`src/rtl/smartpark_disp_pkg.sv`:
```
// Shared constants and types for the SmartPark 4-digit multiplexed display.
package smartpark_disp_pkg;

    // Default scan timing at 24 MHz: 1 ms per digit slot, 10 us blanked lead-in.
    localparam int unsigned SCAN_T_DEF = 24000;
    localparam int unsigned DEAD_T_DEF = 240;

    // Common-anode, active-low codes, bit order {dp,g,f,e,d,c,b,a}.
    localparam logic [7:0] SEG_BLANK = 8'hFF;
    localparam logic [7:0] SEG_DASH  = 8'hBF;

    localparam logic [7:0] SEG_D0 = 8'hC0;
    localparam logic [7:0] SEG_D1 = 8'hF9;
    localparam logic [7:0] SEG_D2 = 8'hA4;
    localparam logic [7:0] SEG_D3 = 8'hB0;
    localparam logic [7:0] SEG_D4 = 8'h99;
    localparam logic [7:0] SEG_D5 = 8'h92;
    localparam logic [7:0] SEG_D6 = 8'h82;
    localparam logic [7:0] SEG_D7 = 8'hF8;
    localparam logic [7:0] SEG_D8 = 8'h80;
    localparam logic [7:0] SEG_D9 = 8'h90;

    // Select lines are active-low; all high means no digit driven.
    localparam logic [3:0] SEL_NONE = 4'b1111;

    // Digit position currently being scanned; value equals the sel bit index.
    typedef enum logic [1:0] {
        DigUnits     = 2'd0,
        DigTens      = 2'd1,
        DigHundreds  = 2'd2,
        DigThousands = 2'd3
    } digit_e;

    // One frame's worth of BCD digits as captured at the frame boundary.
    typedef struct packed {
        logic [3:0] q;  // thousands
        logic [3:0] b;  // hundreds
        logic [3:0] s;  // tens
        logic [3:0] g;  // units
    } digits_t;

    // Active-low one-hot select for a digit position.
    function automatic logic [3:0] sel_for(digit_e d);
        logic [3:0] s;
        s = SEL_NONE;
        s[d] = 1'b0;
        return s;
    endfunction

endpackage

```
`src/rtl/bcd7seg.sv`:
```
// BCD to common-anode 7-segment decoder; non-BCD codes show a dash, dp always off.
module bcd7seg
    import smartpark_disp_pkg::*;
(
    input  logic [3:0] bcd_i,
    output logic [7:0] seg_o
);

    // Pure lookup; 10-15 fall through to the dash pattern.
    always_comb begin
        seg_o = SEG_DASH;
        unique case (bcd_i)
            4'd0:    seg_o = SEG_D0;
            4'd1:    seg_o = SEG_D1;
            4'd2:    seg_o = SEG_D2;
            4'd3:    seg_o = SEG_D3;
            4'd4:    seg_o = SEG_D4;
            4'd5:    seg_o = SEG_D5;
            4'd6:    seg_o = SEG_D6;
            4'd7:    seg_o = SEG_D7;
            4'd8:    seg_o = SEG_D8;
            4'd9:    seg_o = SEG_D9;
            default: seg_o = SEG_DASH;
        endcase
    end

endmodule

```
`src/rtl/seg_scan4.sv`:
```
// Four-digit multiplexed 7-segment scanner with frame-synchronous input
// shadowing, per-slot dead time and optional leading-zero blanking.
module seg_scan4
    import smartpark_disp_pkg::*;
#(
    parameter int unsigned SCAN_T = SCAN_T_DEF,
    parameter int unsigned DEAD_T = DEAD_T_DEF
) (
    input  logic       clk,
    input  logic       rst_n,
    input  logic [3:0] s_g,
    input  logic [3:0] s_s,
    input  logic [3:0] s_b,
    input  logic [3:0] s_q,
    input  logic       lz_en,
    output logic [7:0] seg,
    output logic [3:0] sel
);

    localparam int unsigned CntW = (SCAN_T > 1) ? $clog2(SCAN_T) : 1;

    logic [CntW-1:0] slot_cnt_q, slot_cnt_d;
    digit_e          idx_q, idx_d;
    digits_t         shadow_q, shadow_d;
    logic [7:0]      seg_q, seg_d;
    logic [3:0]      sel_q, sel_d;

    logic            slot_end;
    logic            frame_end;
    logic            in_dead;
    logic [3:0]      cur_digit;
    logic            cur_blank;
    logic [7:0]      cur_seg;
    logic            blank_q_dig;
    logic            blank_b_dig;
    logic            blank_s_dig;

    // Slot and frame boundary detection; compares done at 32 bits so odd
    // parameter values never truncate.
    always_comb begin
        slot_end  = (32'(slot_cnt_q) == (SCAN_T - 1));
        frame_end = slot_end && (idx_q == DigThousands);
        in_dead   = (32'(slot_cnt_q) < DEAD_T);
    end

    // Next-state for the slot counter, digit index and shadow registers.
    always_comb begin
        slot_cnt_d = slot_cnt_q + 1'b1;
        idx_d      = idx_q;
        shadow_d   = shadow_q;
        if (slot_end) begin
            slot_cnt_d = '0;
            idx_d      = digit_e'(idx_q + 2'd1);
        end
        // Snapshot only at the frame boundary so one frame never mixes samples.
        if (frame_end) begin
            shadow_d.g = s_g;
            shadow_d.s = s_s;
            shadow_d.b = s_b;
            shadow_d.q = s_q;
        end
    end

    // Leading-zero chain: each position blanks only if everything above it did.
    always_comb begin
        blank_q_dig = lz_en && (shadow_q.q == 4'd0);
        blank_b_dig = blank_q_dig && (shadow_q.b == 4'd0);
        blank_s_dig = blank_b_dig && (shadow_q.s == 4'd0);
    end

    // Pick the shadow digit and its blank flag for the slot being scanned.
    // Units never blank, so a zero reading still shows "0".
    always_comb begin
        cur_digit = shadow_q.g;
        cur_blank = 1'b0;
        unique case (idx_q)
            DigUnits: begin
                cur_digit = shadow_q.g;
                cur_blank = 1'b0;
            end
            DigTens: begin
                cur_digit = shadow_q.s;
                cur_blank = blank_s_dig;
            end
            DigHundreds: begin
                cur_digit = shadow_q.b;
                cur_blank = blank_b_dig;
            end
            DigThousands: begin
                cur_digit = shadow_q.q;
                cur_blank = blank_q_dig;
            end
            default: begin
                cur_digit = shadow_q.g;
                cur_blank = 1'b0;
            end
        endcase
    end

    bcd7seg u_dec (
        .bcd_i (cur_digit),
        .seg_o (cur_seg)
    );

    // Output next-state: dark during dead time; a blanked digit keeps its
    // select asserted so every slot has the same drive duty.
    always_comb begin
        seg_d = SEG_BLANK;
        sel_d = SEL_NONE;
        if (!in_dead) begin
            sel_d = sel_for(idx_q);
            seg_d = cur_blank ? SEG_BLANK : cur_seg;
        end
    end

    // State and output registers; reset darkens the display asynchronously.
    always_ff @(posedge clk or negedge rst_n) begin
        if (!rst_n) begin
            slot_cnt_q <= '0;
            idx_q      <= DigUnits;
            shadow_q   <= '0;
            seg_q      <= SEG_BLANK;
            sel_q      <= SEL_NONE;
        end else begin
            slot_cnt_q <= slot_cnt_d;
            idx_q      <= idx_d;
            shadow_q   <= shadow_d;
            seg_q      <= seg_d;
            sel_q      <= sel_d;
        end
    end

    assign seg = seg_q;
    assign sel = sel_q;

endmodule

```
`config.mk`:
```
export PLATFORM = sky130hd
export DESIGN_NAME = seg_scan4
export DESIGN_NICKNAME = d
export VERILOG_FILES = /design/src/rtl/smartpark_disp_pkg.sv /design/src/rtl/bcd7seg.sv /design/src/rtl/seg_scan4.sv
export SDC_FILE = /design/constraint.sdc
export NUM_CORES = 1
export LEC_CHECK = 0
export CAP_MARGIN = 0
export CORE_MARGIN = 4
export CORE_UTILIZATION = 30
export DETAILED_ROUTE_END_ITERATION = 8
export GPL_ROUTABILITY_DRIVEN = 0
export GPL_TIMING_DRIVEN = 0
export SLEW_MARGIN = 20
export SYNTH_ARGS = -nofsm -noshare
export SYNTH_HDL_FRONTEND = slang
export SYNTH_SLANG_ARGS = --single-unit
```
`constraint.sdc`:
```
create_clock -name clk -period 2.3 [get_ports clk]
set_input_delay 0.46 -clock clk [delete_from_list [all_inputs] [get_ports clk]]
set_output_delay 0.46 -clock clk [all_outputs]
set_load 0.05 [all_outputs]
```
Word level (Yosys, flattened, before mapping)
Memory sizes are Yosys's and may differ from the RTL's.
Index checks and enable logic that the tools add are counted.
{ "classes": {"bitwise_logic": 1, "div": 0, "n_lt_le_gt_ge": 3, "shift": 0, "reduce_logical": 9, "eq_ne": 4, "mul": 0, "n_addsub": 2, "mux": 8} }
{ "op_table": {"columns": ["operator", "count"], "rows": [
  ["$mux 8", 2],
  ["$pmux 4 s4", 1],
  ["$add 15x1->15 const B", 1],
  ["$eq 15x15->1 const B", 1],
  ["$lt 15x8->1 const B", 1],
  ["$mux 15", 1],
  ["$logic_not 4->1", 3],
  ["$logic_and 1x1->1", 5],
  ["$eq 2x2->1 const B", 2],
  ["$mux 4", 1],
  ["$not 4->4", 1],
  ["$pmux 1 s4", 1],
  ["$lt 2x3->1 const B", 1],
  ["$add 2x1->2 const B", 1],
  ["$demux 1 s2", 1],
  ["$eq 2x1->1 const B", 1],
  ["$ge 2x1->1 const B", 1],
  ["$logic_not 2->1", 1],
  ["$mux 1", 1]
]} }
{ "totals": {"in_bits": 19, "register_bits": 45, "mem_count": 1, "ram_bits": 0, "mem_bits_ro": 112, "out_inout_bits": 12, "latchBits": 0} }
{ "memory_table": {"columns": ["name", "depth", "word_bits", "read_ports", "rd_clocked_by_memory_dff", "wr", "line", "source"], "rows": [
  ["(name not given)", 16, 7, 1, 0, 0, "bcd7seg.sv:12", "unique case (bcd_i)"]
]} }

Logic depth before layout (Yosys ltp)
{ "depth": {"ltp_word": 7, "mapped_depth": 8} }

By module
From an unflattened synthesis, not the netlist that was laid out.
{ "unflattened": {"hier_cells": 211, "hier_area_um2": 2368.5} }
{ "by_module_without_submodules": {"columns": ["module", "n_inst", "area_each_um2", "cells_each", "seq_area_each_um2"], "rows": [
  ["seg_scan4", 1, 2117.0, 178, 1141.1],
  ["bcd7seg", 1, 251.5, 33, 0.0]
]} }

Worst setup path before layout
No wires, ideal clock.
{ "synth_timing": {"path_type": "register to register", "from": "register idx_q[0]", "to": "register seg_q[2] (netlist: seg[2])", "path_stages_with_launch": 7, "period_less_slack_ns": 1.862, "required_ns": 2.219, "t_arrival_ns": 1.781, "slack_ns": 0.438, "n_path_buf": 1, "cell_sequence": "dfrtp_1 > inv_1 > ha_1 > buf_2 > or4b_1 > o41a_1 > o211ai_1"} }
{ "synth_between": {"elab_chain_cells": 5, "elab_cells_between_ends": 9, "classes_between": "3 x eq/ne; 4 x mux; 1 x reduce/logical; 1 x memory"} }
{ "synth_lines": {"columns": ["element", "line", "source"], "rows": [
  ["from (decl)", "seg_scan4.sv:23", "digit_e idx_q, idx_d;"],
  ["from (signal assigned)", "seg_scan4.sv:120", "idx_q <= DigUnits;"],
  ["from (signal assigned)", "seg_scan4.sv:126", "idx_q <= idx_d;"],
  ["$eq 2x2->1, or another cell as far along", "seg_scan4.sv:76", "unique case (idx_q)"],
  ["$pmux 4 s4", "seg_scan4.sv:76", null],
  ["$mem_v2 16x7", null, null],
  ["$mux 8 (*)", "seg_scan4.sv:112", "seg_d = cur_blank ? SEG_BLANK : cur_seg;"],
  ["$mux 8 (*)", "seg_scan4.sv:110", "if (!in_dead) begin"],
  ["via seg_d[2]", "seg_scan4.sv:25", "logic [7:0] seg_q, seg_d;"],
  ["to (signal assigned)", "seg_scan4.sv:128", "seg_q <= seg_d;"],
  ["to (decl)", "seg_scan4.sv:25", null]
]} }
Mark *: on every way through the listed nets, which the timed path passes. The rest lies on a longest branch.
A chain may end at the register's enable or synchronous reset.

Final worst setup path
{ "layout_timing": {"from": "register idx_q[1]", "to": "register seg_q[5] (netlist: seg[5])"} }
Same word-level chain as after synthesis.

==> flow_summary_export.csv <==
group,metric,value,unit
setup_path,cp_data_required_time,2520,ps
synthesis,synth_area,2130,um2
synthesis,yosys_warnings,0,
routing,wirelength,4070,um
setup_path,cp_slowest_stage_delay,490,ps
clock_tree,ctsHoldBuffers,0,
finish,num-fill-cells,668,
global_routing,grt_max_degree,27,
synthesis,ys_types,43,
floorplanning,die_h,92.3,um
setup_path,path_buf_inv,1,
synthesis,netlist_instances,180,
synthesis,synth_common_cells,"33 x dfrtp_1, 14 x nor2_1, 11 x dfstp_2, 11 x nand2_1",
global_routing,grt.total_usage,10.2,%
clock_tree,insertion_delay,300,ps
global_routing,grt_pass1_wl,6780,um
finish,seq_area,1110,um2
clock_tree,cts_htree_levels,2,
timing,fin_tns_setup,0,ps
placement,postPlaceCellArea,2560,um2
synthesis,synthTopCellsByArea,"dfrtp_1 39%, dfstp_2 14%, mux2_4 7.0%, ha_1 5.3%, mux2_2 4.2%",
timing,finClkSkew,9.08,ps
floorplanning,num_rows,30,
finish,layout-drive-gt1-share,21.6,%
power,vdd_ir_drop_max,0.170,mV
floorplanning,die-area,8520,um2
setup_path,end_kind,"flip-flop",
clock_tree,cts_buffers,5,
finish,final_cells,314,
clock_tree,clockBufferDepth,2,
power,p_per_area,560,nW/um2
timing,timing.final.crit_period,2130,ps
floorplanning,io_pins,31,
finish,areaGrowthSynthToFinish,25.0,%
run_status,status,"complete, no violations",
clock_tree,cts.repair.resized,0,
placement,hpwl,3020,um
timing,tightest_slew,497,ps
power,p_leak,1.19,nW
timing,final-hold-violation-count,0,
routing,avgViaCountPerCell,4.62,
routing,wire_per_inst,13.0,um
placement,io_buffers,29,
finish,final_nets,245,
setup_path,slowest_stage,"a222oi_1",
min_path,hold_path_class,"input port to asynchronous set/reset pin",
global_routing,antenna_found_initial,0,
synthesis,syn_nets,208,
floorplanning,start_util,31.1,%
setup_path,criticalPathCategory,"flip-flop to flip-flop",
timing,rsz0062_at_grt,"false",
floorplanning,die-width,92.3,um
timing,setup_viol_count_final,0,
setup_path,crit_chain,"inv_1 -> ha_1 -> a222oi_1 -> mux2i_1 -> nor2_1 -> a21boi_0 -> o21ai_0",
placement,dp_cells,306,
synthesis,synth_top_cell_by_area,"dfrtp_1",
clock_tree,post-cts-setup-buffer-count,0,
setup_path,critPathArrivalTime,2350,ps
routing,vias,1451,
finish,design_area,2670,um2
floorplanning,core_area,6870,um2
clock_tree,cts.sinks,44,
synthesis,yosysTopAreaCellShare,38.7,%
setup_path,path_max_fanout,6,
routing,drc,0,
flow_run,cap_violations,0,
synthesis,async_flop_share,100,%
timing,period_share,92.5,%
routing,drt-pass1-iter-count,5,
synthesis,synth_seq_cells,44,
finish,multi_input_area,947,um2
routing,dr.first_iter.drc_count,77,
synthesis,synth_edf_count,0,
timing,maxClockFrequency,0.470,GHz
timing,finalMaxSlewViolations,0,
finish,fin_util,38.8,%
routing,ant_nets,0,
setup_path,cp_top_family,"compound AO/OA/AOI/OAI gates",
global_routing,grt_pass1_vias,1433,
synthesis,seq_area_frac_synth,52.3,%
clock_tree,cts_root_buf,"clkbuf_8",
synthesis,ys.flop_type,"dfrtp_1",
clock_tree,path_clk_slew,90,ps
synthesis,syn_avg_cell_area,11.9,um2
clock_tree,cts_tree,"built",
setup_path,start_kind,"flip-flop",
timing,max_slew_margin,66.8,%
global_routing,overflow,0,
finish,antennaDiodeCount,0,
synthesis,synth_most_common_cell,"dfrtp_1",
## layout by cell type, fill, tap and decap left out, types with 2 or more instances in the layout
cell type / instances
inv_1: 10
mux2i_1: 2
a222oi_1: 3
a21oi_1: 4
and3_1: 4
nor4_1: 3
nand4_1: 4
ha_1: 9
and2_1: 2
a22oi_1: 2
mux2_4: 10
mux2_2: 8
clkbuf_8: 5
nor2_1: 14
nand3b_1: 2
buf_2: 3
nand2_1: 11
xnor2_1: 7
o21ai_0: 5
dfrtp_1: 33
nand3_1: 9
dfstp_2: 11
clkdlybuf4s50_1: 28
xor2_1: 4
## metal layers
| layer | share of wire, % | vias to the layer above | track usage, % | wire length (um) |
|---|---|---|---|---|
| met4 | 2.1 | 0 | 5.32 | 87 |
| met3 | 4.2 | 5 | 3.01 | 170 |
| met5 | 0 | - | 0 | 0 |
| met1 | 47 | 708 | 12.7 | 1920 |
| li1 | - | 703 | - | - |
| met2 | 47 | 35 | 16.0 | 1900 |
## per-stage QoR
stage	worst slack, ps	power (mW)	hold WS, ps
6_report	173	1.49	95.6
5_1_grt	21.2	1.56	116
4_1_cts	192	1.51	103
3_5_place_dp	188	0.916	430
3_3_place_gp	-394	0.911	451
2_1_floorplan	438	0.855	164
## sequential cells by signal, indices dropped and copies added (netlist names)
| signal | cells |
|---|---|
| idx_q | 2 |
| slot_cnt_q | 15 |
| seg | 7 |
| shadow_q | 16 |
| sel | 4 |
## path summary, 6_finish.rpt
path | slack (ps) | end | from | cells past startpoint
worst max-delay path | 170 | seg[5] | idx_q[1] | 7
worst min-delay path | 100 | slot_cnt_q[5] | rst_n | 1
worst max register to register | 170 | seg[5] | idx_q[1] | 7
worst min register to register | 470 | slot_cnt_q[0] | slot_cnt_q[0] | 1
max in group asynchronous | 1730 | shadow_q[9] | rst_n | 2
min in group clk | 470 | slot_cnt_q[0] | slot_cnt_q[0] | 1
## logic make-up after synthesis
group | count (synthesis) | share of synthesized area (%)
AOI/OAI and AO/OA | 22 | 7.16
xor gates and xnor gates | 11 | 4.52
adders and majority gates | 9 | 5.28
buffers and inverters | 15 | 3.34
DFF | 44 | 52.3
muxes | 21 | 12.7
other | 1 | 0.176
and+or+nand+nor | 57 | 14.5
## worst register-to-register path: cells and delay by family, from the launching register on
| family | cells | cell delay, ps |
|---|---|---|
| buffers and inverters | 1 | 90 |
| flip-flops | 1 | 370 |
| adder cells (fa/ha/maj) | 1 | 270 |
| multiplexers | 1 | 250 |
| AO/OA/AOI/OAI | 3 | 830 |
| AND/OR/NAND/NOR | 1 | 250 |
## report_power, final
| part | leakage, nW | switching, mW | total [mW] | internal [mW] |
|---|---|---|---|---|
| combinational | 0.606 | 0.0436 | 0.100 | 0.0564 |
| clock | 0.0552 | 0.269 | 0.592 | 0.323 |
| sequential | 0.525 | 0.0124 | 0.801 | 0.788 |
| total | 1.19 | 0.325 | 1.49 | 1.17 |
## area by class of cell
class	count	share of cell area [%]
well taps	96	4.50
inverters	10	1.41
clock inverters	2	1.31
plain buffers	5	1.27
flip-flops and latches	44	41.8
clock buffers	6	2.72
multi-input cells	121	35.5
repair buffers	30	11.5
(Power assumes the default switching activity.)
